[src/rtl/div_arb_pkg.sv]
// Shared types and defaults for the divider request arbiter.
package div_arb_pkg;

    localparam int DEFAULT_NUM_REQ = 2;
    localparam int DEFAULT_WIDTH   = 16;

    typedef enum logic [1:0] {
        IDLE,
        ISSUE,
        WAIT,
        RESP
    } arb_state_t;

    // Folds idx back into 0..n-1; callers never pass more than 2n-2.
    function automatic int wrap_index(input int idx, input int n);
        return (idx >= n) ? idx - n : idx;
    endfunction

endpackage

[src/rtl/rr_arbiter.sv]
// Combinational round-robin pick: first valid requester at or after rr_ptr.
module rr_arbiter
    import div_arb_pkg::*;
#(
    parameter int NUM_REQ = DEFAULT_NUM_REQ,
    parameter int PTR_W   = $clog2(NUM_REQ)
) (
    input  logic [NUM_REQ-1:0] req_valid,
    input  logic [PTR_W-1:0]   rr_ptr,
    output logic [NUM_REQ-1:0] grant,
    output logic [PTR_W-1:0]   grant_idx,
    output logic               grant_any
);

    logic [PTR_W-1:0] idx;

    always_comb begin
        // NOTE: every variable written here gets a default first, so no path infers a latch.
        grant     = '0;
        grant_idx = '0;
        grant_any = 1'b0;
        idx       = '0;
        for (int k = 0; k < NUM_REQ; k++) begin
            idx = PTR_W'(wrap_index(int'(rr_ptr) + k, NUM_REQ));
            if (!grant_any && req_valid[idx]) begin
                grant[idx] = 1'b1;
                grant_idx  = idx;
                grant_any  = 1'b1;
            end
        end
    end

endmodule

[src/rtl/div_req_arbiter.sv]
// Shares one handshaked divider between NUM_REQ requesters, one division at a time,
// with round-robin grants and divide-by-zero answered locally.
module div_req_arbiter
    import div_arb_pkg::*;
#(
    parameter int NUM_REQ = DEFAULT_NUM_REQ,
    parameter int WIDTH   = DEFAULT_WIDTH
) (
    input  logic                          clk,
    input  logic                          rst,
    input  logic [NUM_REQ-1:0]            req_valid,
    output logic [NUM_REQ-1:0]            req_ready,
    input  logic [NUM_REQ-1:0][WIDTH-1:0] req_dividend,
    input  logic [NUM_REQ-1:0][WIDTH-1:0] req_divisor,
    output logic [NUM_REQ-1:0]            resp_valid,
    input  logic [NUM_REQ-1:0]            resp_ready,
    output logic [WIDTH-1:0]              resp_quotient,
    output logic [WIDTH-1:0]              resp_remainder,
    output logic                          resp_div0,
    output logic                          div_src_valid,
    input  logic                          div_src_ready,
    output logic [WIDTH-1:0]              div_dividend,
    output logic [WIDTH-1:0]              div_divisor,
    input  logic                          div_dest_valid,
    output logic                          div_dest_ready,
    input  logic [WIDTH-1:0]              div_quotient,
    input  logic [WIDTH-1:0]              div_remainder
);

    localparam int               PTR_W    = $clog2(NUM_REQ);
    localparam logic [PTR_W-1:0] LAST_IDX = PTR_W'(NUM_REQ - 1);

    arb_state_t         state;
    logic [PTR_W-1:0]   rr_ptr;
    logic [PTR_W-1:0]   grant;
    logic [NUM_REQ-1:0] arb_grant;
    logic [PTR_W-1:0]   arb_idx;
    logic               arb_any;

    rr_arbiter #(
        .NUM_REQ (NUM_REQ)
    ) u_rr_arbiter (
        .req_valid (req_valid),
        .rr_ptr    (rr_ptr),
        .grant     (arb_grant),
        .grant_idx (arb_idx),
        .grant_any (arb_any)
    );

    // Ready is gated by rst so no requester sees a handshake the reset will discard.
    assign req_ready      = (state == IDLE && !rst) ? arb_grant : '0;
    assign div_dest_ready = (state == WAIT) && div_dest_valid;

    always_ff @(posedge clk) begin
        if (rst) begin
            state          <= IDLE;
            rr_ptr         <= '0;
            grant          <= '0;
            resp_valid     <= '0;
            resp_quotient  <= '0;
            resp_remainder <= '0;
            resp_div0      <= 1'b0;
            div_src_valid  <= 1'b0;
            div_dividend   <= '0;
            div_divisor    <= '0;
        end else begin
            // NOTE: state registers use non-blocking assignments so every branch sees pre-edge values.
            unique case (state)
                IDLE: begin
                    if (arb_any) begin
                        grant        <= arb_idx;
                        div_dividend <= req_dividend[arb_idx];
                        div_divisor  <= req_divisor[arb_idx];
                        if (req_divisor[arb_idx] == '0) begin
                            resp_quotient  <= '1;
                            resp_remainder <= req_dividend[arb_idx];
                            resp_div0      <= 1'b1;
                            resp_valid     <= arb_grant;
                            state          <= RESP;
                        end else begin
                            div_src_valid <= 1'b1;
                            state         <= ISSUE;
                        end
                    end
                end
                ISSUE: begin
                    if (div_src_ready) begin
                        div_src_valid <= 1'b0;
                        state         <= WAIT;
                    end
                end
                WAIT: begin
                    if (div_dest_valid) begin
                        resp_quotient     <= div_quotient;
                        resp_remainder    <= div_remainder;
                        resp_div0         <= 1'b0;
                        resp_valid[grant] <= 1'b1;
                        state             <= RESP;
                    end
                end
                RESP: begin
                    if (resp_ready[grant]) begin
                        resp_valid <= '0;
                        rr_ptr     <= (grant == LAST_IDX) ? '0 : grant + 1'b1;
                        state      <= IDLE;
                    end
                end
                default: state <= IDLE;
            endcase
        end
    end

endmodule

[config.mk]
export PLATFORM = sky130hd
export DESIGN_NAME = div_req_arbiter
export DESIGN_NICKNAME = d
export VERILOG_FILES = /design/src/rtl/div_arb_pkg.sv /design/src/rtl/rr_arbiter.sv /design/src/rtl/div_req_arbiter.sv
export SDC_FILE = /design/constraint.sdc
export NUM_CORES = 1
export LEC_CHECK = 0
export ABC_AREA = 1
export BUFFER_PORTS_ARGS = -buffer_cell sky130_fd_sc_hd__buf_2
export CAP_MARGIN = 25
export CORE_UTILIZATION = 45
export DETAILED_ROUTE_END_ITERATION = 10
export GPL_TIMING_DRIVEN = 0
export PLACE_DENSITY = 0.8
export SYNTH_ARGS = -nofsm -noshare
export SYNTH_HDL_FRONTEND = slang
export SYNTH_SLANG_ARGS = --single-unit
[constraint.sdc]
create_clock -name clk -period 2.65 [get_ports clk]
set_input_delay 0.795 -clock clk [delete_from_list [all_inputs] [get_ports clk]]
set_output_delay 0.795 -clock clk [all_outputs]
set_load 0.1 [all_outputs]
==> results of run 1 <==
[worst max-delay path by stage]
stage	cells after the start	startpoint	to
detailed placement	7	state[0]$_SDFFE_PP0P_	req_ready[1]
finish	7	req_valid[0]	req_ready[1]
CTS	6	state[0]$_SDFFE_PP0P_	req_ready[0]
global route	7	req_valid[0]	req_ready[1]
global placement	7	state[0]$_SDFFE_PP0P_	req_ready[1]
floorplan	5	req_valid[1]	req_ready[1]
[timing repair]
action,4_1_cts,5_1_grt
gates resized for setup,13,4
pin swaps,0,0
endpoints found under the hold margin,0,0
gates cloned,0,0
setup endpoints to repair,3,3
[Yosys cell counts (all sizes together)]
master	number	area, µm²
nand2	143	554.3
dfxtp	72	1441
nor2	69	259.0
inv	46	172.7
a21oi	39	195.2
nand3	37	197.7
clkbuf	28	105.1
o21ai	22	110.1
a311oi	16	140.1
mux2i	16	160.2
nand4	15	93.84
a31oi	14	87.58
buf	12	86.33
ha	4	50.05
a31o	1	8.760
nor3	1	5.000
o22ai	1	6.260
or2	1	6.260
[report_power, final]
part | internal [mW] | switching, mW | total (mW)
Sequential | 1.46 | 0.212 | 1.67
Combinational | 0.978 | 4.01 | 4.99
Clock | 0.555 | 0.416 | 0.971
[state kept, by name, summed over array words and instances, names as in the netlist]
signal,cells
div_dividend,16
div_divisor,16
div_src_valid,1
grant,1
resp_div0,1
resp_quotient,16
resp_remainder,16
resp_valid,2
rr_ptr,1
state,2
[worst reg2reg max path: cells and delay by family, from the launching register on]
family	cells	cell delay [ns]
simple gates	12	1.32
flops	1	0.37
buf+inv	3	0.42
[routing by layer]
layer	GRT usage [%]	wire, µm	vias to the layer above
li1	-	-	2129
met1	31.10	4842	1888
met2	45.68	5447	199
met3	4.844	847	31
met4	13.80	342	0
met5	0	0	-
[layout make-up]
class	count	share of cell area (%)
buffer	37	3.837
tap	102	2.575
multi-input combinational	379	38.63
clock inverter	5	1.616
sequential	72	29.08
timing repair buffer	172	17.92
clock buffer	11	2.853
inverter	46	3.484
[through the flow]
| stage | area [µm²] | hold WS (ns) |
|---|---|---|
| after floorplan | 3695 | 0.4934 |
| final | 4956 | 0.4486 |
| after detailed placement | 4683 | 0.4368 |
| after CTS | 4932 | 0.4457 |
| after global routing | 4956 | 0.4808 |
| after global placement | 4683 | 0.4297 |
[kinds of logic (layout without fill, tap and decap cells)]
group / Yosys count / after routing / synth area share, %
simple gates: 266 / 266 / 30.33
fa+ha+maj: 4 / 4 / 1.360
buf+inv: 86 / 271 / 9.895
compound gates: 93 / 93 / 14.89
mux: 16 / 16 / 4.352
flops: 72 / 72 / 39.17
==> flow_summary.yaml, run 1 <==
run_status:
  outcome: "completed"
global_route:
  grt-ovfl-total: 0
  first_global_vias: 3917
  grt.total_usage_pct: 26.47
  antenna_found_initial: 0
  grt_max_degree: 24
  grt_pass1_wl_mm: 17.87
sta:
  fin_tns_setup_ns: 0
  worst_slew_pin_slew_ns: 0.5308
  relSlewSlack_pct: 64.61
  fmax_mhz: 381.3
  clock_skew_ns: 0.006223
  fin_crit_ns: 2.622
  rsz0062_at_grt: "true"
  hold_violations: 0
  fin_crit_sh_pct: 98.96
  setup_slack_ns: 0.02758
  drv_slew: 0
  setup_violations: 0
place:
  numPortBuffers: 172
  dp_hpwl_mm: 8.981
  dp.cells: 811
  gp_congestion: 0.8883
  place_ws_ns: -0.3106
critical_path:
  rr_endpoint: "resp_quotient[2]$_SDFFE_PP0P_"
  worstRegToRegCells: 15
  cp_top_family: "buffers and inverters"
  crit_chain: "buf_2 -> nand2_4 -> nand2_4 -> buf_6 -> buf_6 -> nor2_4 -> buf_12"
  crit_required_ns: 1.86
  path_max_fanout: 10
  start_kind: "input port"
  r2r-start: "rr_ptr$_SDFFE_PP0P_"
  cp-end-kind: "primary output"
  crit_arrival_ns: 1.83
  path_buf_inv: 4
  path_class: "in2out"
  r2r_setup_slack_ns: 0.47
  critPathMaxStageDelay_ns: 0.19
  crit_slowest_cell: "buf_12"
synthesis:
  syn_area_per_cell_um2: 6.852
  yosysWarnings: 0
  synthCells: 537
  ys_types: 26
  syn_nets: 645
  syn_area_um2: 3680
  synth-seq-cells: 72
  seq_area_frac_synth_pct: 39.17
cts:
  insertion_delay_ns: 0.34
  cts_hold_buf: 0
  cts_sinks: 72
  ctsHtreeMaxLevel: 3
  cts.path.max_buffers: 2
  post-cts-setup-buffers: 0
  numCtsBuffers: 9
  clockRootBuffer: "clkbuf_8"
  clkTransAtPathRegs_ns: 0.07
  cts_tree: "built"
finish:
  final_cell_mix: "buf_2 (174), nand2_1 (140), dfxtp_1 (72)"
  final_common_cell: "buf_2"
  seq_area_um2: 1441
  fillCellCount: 738
  instances_no_fill: 824
  multi_input_comb_area_um2: 1914
  syn_to_final_growth_pct: 34.68
  final_nets: 825
  antenna_cells: 0
  finish.utilization_pct: 63.48
  drive_gt1_share_pct: 29.36
floorplan:
  start_util_pct: 47.13
  row_count: 32
  dieWidth_um: 92.43
  dieArea_um2: 8543
  die_h_um: 92.43
  core_area_um2: 7807
  ioPinCount: 175
hold_path:
  holdPathEnd: "resp_div0$_SDFFE_PP0P_"
  worst_hold_path_type: "reg2reg"
  hold_depth: 2
  min-delay-start: "resp_div0$_SDFFE_PP0P_"
power:
  peakVddDrop_mv: 0.9358
  power_density_nw_per_um2: 1539
  p_total_mw: 7.629
  p_leak_nw: 2.603
routing:
  first_pass_iters: 5
  vias: 4247
  wl_per_cell_um: 13.93
  totalWireLength_mm: 11.48
  drc: 0
  drtAntennaViolNets: 0
  viasPerCell: 5.154
  drt-initial-drc-count: 177
job:
  cap_violations: 0
(Power assumes the default switching activity.)
==> run 2, diff against run 1 <==
--- a/config.mk
+++ b/config.mk
@@ -5,13 +5,13 @@
 export SDC_FILE = /design/constraint.sdc
 export NUM_CORES = 1
 export LEC_CHECK = 0
-export ABC_AREA = 1
 export BUFFER_PORTS_ARGS = -buffer_cell sky130_fd_sc_hd__buf_2
 export CAP_MARGIN = 25
 export CORE_UTILIZATION = 45
+export CTS_CLUSTER_DIAMETER = 120
 export DETAILED_ROUTE_END_ITERATION = 10
 export GPL_TIMING_DRIVEN = 0
-export PLACE_DENSITY = 0.8
+export PLACE_DENSITY = 0.82
 export SYNTH_ARGS = -nofsm -noshare
 export SYNTH_HDL_FRONTEND = slang
 export SYNTH_SLANG_ARGS = --single-unit
==> flow_summary.yaml, run 2 <==
cts:
  insertion_delay_ns: 0.34
  numCtsBuffers: 9
  clkTransAtPathRegs_ns: 0.07
  cts_tree: "built"
  cts_hold_buf: 0
  cts_sinks: 72
  ctsHtreeMaxLevel: 3
  cts.path.max_buffers: 2
  clockRootBuffer: "clkbuf_8"
sta:
  setup_violations: 0
  fin_tns_setup_ns: 0
  clock_skew_ns: 0.007231
  worst_slew_pin_slew_ns: 0.6139
  fin_crit_ns: 2.591
  relSlewSlack_pct: 59.07
  hold_violations: 0
  rsz0062_at_grt: "false"
  fmax_mhz: 385.9
  fin_crit_sh_pct: 97.79
  hold_ws_ns: 0.4819
  drv_slew: 0
synthesis:
  yosysTopAreaCellShare_pct: 43.02
  synth-seq-cells: 72
  ys_types: 41
  synthCells: 348
  seq_area_frac_synth_pct: 43.02
  syn_area_per_cell_um2: 9.628
  syn_area_um2: 3351
  synth-edff-count: 0
  yosys.area.top_type: "dfxtp_1"
  postSynth.asyncResetShare_pct: 0
  yosys.cell_count.top_type: "dfxtp_1"
  yosysWarnings: 0
  ys_top_cells_by_count: "dfxtp_1 (72), nor2_1 (42), mux2i_1 (34), a211oi_1 (33), nand2_1 (22)"
  ys.flop_type: "dfxtp_1"
  synth_area_leaders: "dfxtp_1 (43%), mux2i_1 (10%), a211oi_1 (7.4%)"
  syn_nets: 456
critical_path:
  crit_chain: "buf_2 -> nand2b_1 -> nand2_4 -> buf_8 -> buf_6 -> nor2_4 -> buf_8"
  crit_required_ns: 1.86
  cp_top_family: "buffers and inverters"
  path_buf_inv: 4
  crit_slowest_cell: "buf_8"
  start_kind: "input port"
  cp-end-kind: "primary output"
  r2r-start: "state[0]$_SDFFE_PP0P_"
  crit_start: "req_valid[0]"
  crit_top_cell: "buf_8"
  path_max_fanout: 10
  critPathMaxStageDelay_ns: 0.20
  path_class: "in2out"
  crit_arrival_ns: 1.80
finish:
  antenna_cells: 0
  drive_gt1_share_pct: 40.82
  syn_to_final_growth_pct: 37.94
  final_common_cell: "buf_2"
  final_cell_area_um2: 4622
  final_nets: 642
  final_cell_mix: "buf_2 (176), dfxtp_1 (72), nor2_1 (40)"
floorplan:
  start_util_pct: 46.44
  die_h_um: 88.29
  ioPinCount: 175
  core_area_um2: 7214
  dieWidth_um: 88.29
  row_count: 31
  dieArea_um2: 7795
place:
  gp_congestion: 0.7847
  place_area_um2: 4375
  dp_hpwl_mm: 7.495
  numPortBuffers: 173
routing:
  vias: 3445
  viasPerCell: 5.400
  first_pass_iters: 5
  wl_per_cell_um: 15.15
  drtAntennaViolNets: 0
  drt-initial-drc-count: 148
  drc: 0
  totalWireLength_mm: 9.667
power:
  p_leak_nw: 2.287
  p_total_mw: 6.895
  power_density_nw_per_um2: 1492
  peakVddDrop_mv: 0.7199
global_route:
  grt_pass1_wl_mm: 15.04
  first_global_vias: 3262
  grt-ovfl-total: 0
  antenna_found_initial: 0
  grt_max_degree: 13
  grt.total_usage_pct: 25.35
hold_path:
  worst_hold_path_type: "reg2reg"
  min-delay-start: "resp_remainder[9]$_SDFFE_PP0P_"
run_status:
  outcome: "completed"
job:
  cap_violations: 0
-- run 2: cell types whose count changed after synthesis, sizes merged, moves of 13 or more --
cell	before	now
clkbuf	28	15
o221a	0	18
a211oi	0	33
a221o	0	17
a21oi	39	4
nand2	143	23
nand3	37	2
a311oi	16	0
nand4	15	2
inv	46	6
mux2i	16	34
and2	0	17
nor2	69	42
a31oi	14	0
-- run 2: what timing repair did --
action                                  in CTS  in global routing
buffers inserted                             0                  3
endpoints found under the setup margin       2                  2
gates cloned                                 0                  0
pin swaps                                    0                  1
gates resized for setup                      4                  1
-- run 2: final cells by class --
class / count / area [µm²]
timing repair buffer: 176 / 900.9
tap: 99 / 123.9
multi-input combinational: 242 / 1778
inverter: 6 / 22.52
fill: 646 / 2592
buffer: 27 / 142.6
clock buffer: 11 / 131.4
clock inverter: 5 / 81.33
sequential: 72 / 1441
-- run 2: logic make-up after synthesis --
kind of cell / synth area share (%)
AOI/OAI and AO/OA: 24.27
muxes: 10.16
and+or+nand+nor: 16.47
DFF: 43.02
adders and majority gates: 1.494
buffers and inverters: 4.593
-- run 2: layer usage --
| layer | wire [µm] | track usage, % |
|---|---|---|
| met1 | 4099 | 28.36 |
| met2 | 4841 | 45.45 |
| met3 | 533 | 5.597 |
| met4 | 192 | 12.32 |
| met5 | 0 | 0 |
-- run 2: through the flow --
stage / setup slack [ns] / util, % / cells
6_report: 0.05861 / 64.07 / 638
5_1_grt: 0.003030 / 64.07 / 638
4_1_cts: -0.06623 / 63.72 / 635
3_5_place_dp: -0.2646 / 60.65 / 620
3_3_place_gp: -0.2441 / 60.65 / 620
2_1_floorplan: -0.01318 / - / 348
-- run 2: final timing paths --
path / end / slack, ns / cells after the start
max: req_ready[1] / 0.06 / 7
max reg2reg: resp_quotient[12]$_SDFFE_PP0P_ / 0.45 / 9
min reg2reg: resp_remainder[9]$_SDFFE_PP0P_ / 0.48 / 1
min: resp_remainder[9]$_SDFFE_PP0P_ / 0.48 / 1
-- run 2: where the power goes --
part	internal (mW)	switching [mW]
logic	0.854	3.48
clock network	0.531	0.407
registers	1.44	0.184
total	2.83	4.07
==> run 3, diff against run 2 <==
--- a/config.mk
+++ b/config.mk
@@ -11,7 +11,8 @@
 export CTS_CLUSTER_DIAMETER = 120
 export DETAILED_ROUTE_END_ITERATION = 10
 export GPL_TIMING_DRIVEN = 0
-export PLACE_DENSITY = 0.82
+export PLACE_DENSITY = 0.81
 export SYNTH_ARGS = -nofsm -noshare
 export SYNTH_HDL_FRONTEND = slang
+export SYNTH_HIERARCHICAL = 1
 export SYNTH_SLANG_ARGS = --single-unit
==> flow_summary.yaml, run 3 <==
synthesis:
  syn_area_um2: 3422
  syn_area_per_cell_um2: 8.449
  yosys.cell_count.top_type: "dfxtp_1"
  synth-edff-count: 0
  synth-seq-cells: 72
  seq_area_frac_synth_pct: 42.12
  ys_top_cells_by_count: "dfxtp_1 (72), a21oi_1 (39), nor2_1 (39), a211oi_1 (37), nor3_1 (34)"
  yosys.area.top_type: "dfxtp_1"
  yosysTopAreaCellShare_pct: 42.12
  ys_types: 33
  postSynth.asyncResetShare_pct: 0
  synth_area_leaders: "dfxtp_1 (42%), mux2i_1 (9.7%), a211oi_1 (8.1%)"
  syn_nets: 514
  yosysWarnings: 6
  ys.flop_type: "dfxtp_1"
  synthCells: 405
global_route:
  grt_pass1_wl_mm: 16.31
  grt.total_usage_pct: 27.11
  grt_max_degree: 14
  antenna_found_initial: 0
  grt-ovfl-total: 0
  first_global_vias: 3467
routing:
  drt-initial-drc-count: 104
  drtAntennaViolNets: 0
  vias: 3830
  wl_per_cell_um: 15.97
  totalWireLength_mm: 11.08
  viasPerCell: 5.519
  first_pass_iters: 4
  drc: 0
hold_path:
  min-delay-start: "resp_remainder[1]$_SDFFE_PP0P_"
  worst_hold_path_type: "reg2reg"
floorplan:
  core_area_um2: 7292
  row_count: 31
  start_util_pct: 46.93
  dieArea_um2: 7958
  die_h_um: 89.21
  ioPinCount: 175
  dieWidth_um: 89.21
sta:
  fin_crit_ns: 2.565
  hold_violations: 0
  fmax_mhz: 389.9
  worst_slew_pin_slew_ns: 0.5682
  relSlewSlack_pct: 62.12
  drv_slew: 0
  rsz0062_at_grt: "false"
  fin_tns_setup_ns: 0
  hold_ws_ns: 0.4780
  clock_skew_ns: 0.006580
  setup_violations: 0
  fin_crit_sh_pct: 96.78
cts:
  insertion_delay_ns: 0.34
  cts.path.max_buffers: 2
  clockRootBuffer: "clkbuf_8"
  cts_hold_buf: 0
  ctsHtreeMaxLevel: 3
  post_cts_resized: 5
  clkTransAtPathRegs_ns: 0.08
  cts_tree: "built"
  post-cts-setup-buffers: 0
  cts_sinks: 72
  numCtsBuffers: 9
critical_path:
  crit_required_ns: 1.86
  cp_top_family: "buffers and inverters"
  path_max_fanout: 10
  start_kind: "input port"
  crit_arrival_ns: 1.77
  crit_start: "rst"
  crit_chain: "buf_2 -> clkbuf_1 -> and3b_1 -> clkbuf_4"
  crit_slowest_cell: "clkbuf_1"
  path_buf_inv: 3
  cp-end-kind: "primary output"
  r2r-start: "rr_ptr$_SDFFE_PP0P_"
  critPathMaxStageDelay_ns: 0.36
  path_class: "in2out"
finish:
  fillCellCount: 702
  seq_area_um2: 1441
  final_nets: 699
  multi_input_comb_area_um2: 1794
  drive_gt1_share_pct: 35.80
  antenna_cells: 0
  instances_no_fill: 694
  final_cell_mix: "buf_2 (180), dfxtp_1 (72), nor2_1 (39), a21oi_1 (39), a211oi_1 (37)"
  finish.utilization_pct: 63.98
  final_common_cell: "buf_2"
  syn_to_final_growth_pct: 36.34
place:
  dp_hpwl_mm: 8.636
  numPortBuffers: 174
  gp_congestion: 0.8800
  dp.cells: 678
job:
  cap_violations: 0
run_status:
  outcome: "completed"
==> run 3: area by class of cell <==
type,instances,area share [%]
buffer,35,3.701
clock buffer,10,2.735
clock inverter,6,1.984
inverter,6,0.4827
multi-input combinational,292,38.46
sequential,72,30.89
tap,99,2.655
timing repair buffer,174,19.09
==> run 3: cells by family (layout without fill, tap and decap cells) <==
| kind of cell | Yosys count | count (layout) | synth area share [%] |
|---|---|---|---|
| compound gates | 119 | 119 | 21.54 |
| fa+ha+maj | 5 | 5 | 1.828 |
| buf+inv | 41 | 231 | 5.594 |
| flops | 72 | 72 | 42.12 |
| mux | 34 | 34 | 9.982 |
| simple gates | 134 | 134 | 18.94 |
==> run 3: path summary, 6_finish.rpt <==
check,to,slack (ns),depth (start not counted)
worst max-delay path,req_ready[1],0.09,4
worst max register to register,resp_remainder[14]$_SDFFE_PP0P_,0.55,8
worst min register to register,resp_remainder[1]$_SDFFE_PP0P_,0.48,2
worst min-delay path,resp_remainder[1]$_SDFFE_PP0P_,0.48,2
==> run 3: worst min-delay path, delay by kind of cell, from the launching register on <==
kind               cells  cell delay, ns
AOI/OAI and AO/OA      2            0.12
DFF                    1            0.31
==> run 3: routing by layer <==
layer / GRT usage [%] / vias up / share of wire, %
met2: 45.59 / 165 / 48
met4: 13.56 / 0 / 3.1
met1: 33.05 / 1802 / 42
met3: 5.448 / 29 / 7.1
li1: - / 1834 / -
met5: 0 / - / 0
==> run 3: through the flow <==
step	worst slack (ns)	cell area, µm²
2_1_floorplan	0.03831	3422
3_3_place_gp	-0.04713	4417
3_5_place_dp	-0.1038	4417
4_1_cts	0.03559	4649
5_1_grt	0.02907	4666
6_report	0.08527	4666
Power of run 3 is left out: the tool's default activity adds up to more than one toggle a clock period on the data nets, which glitch-free logic cannot reach.
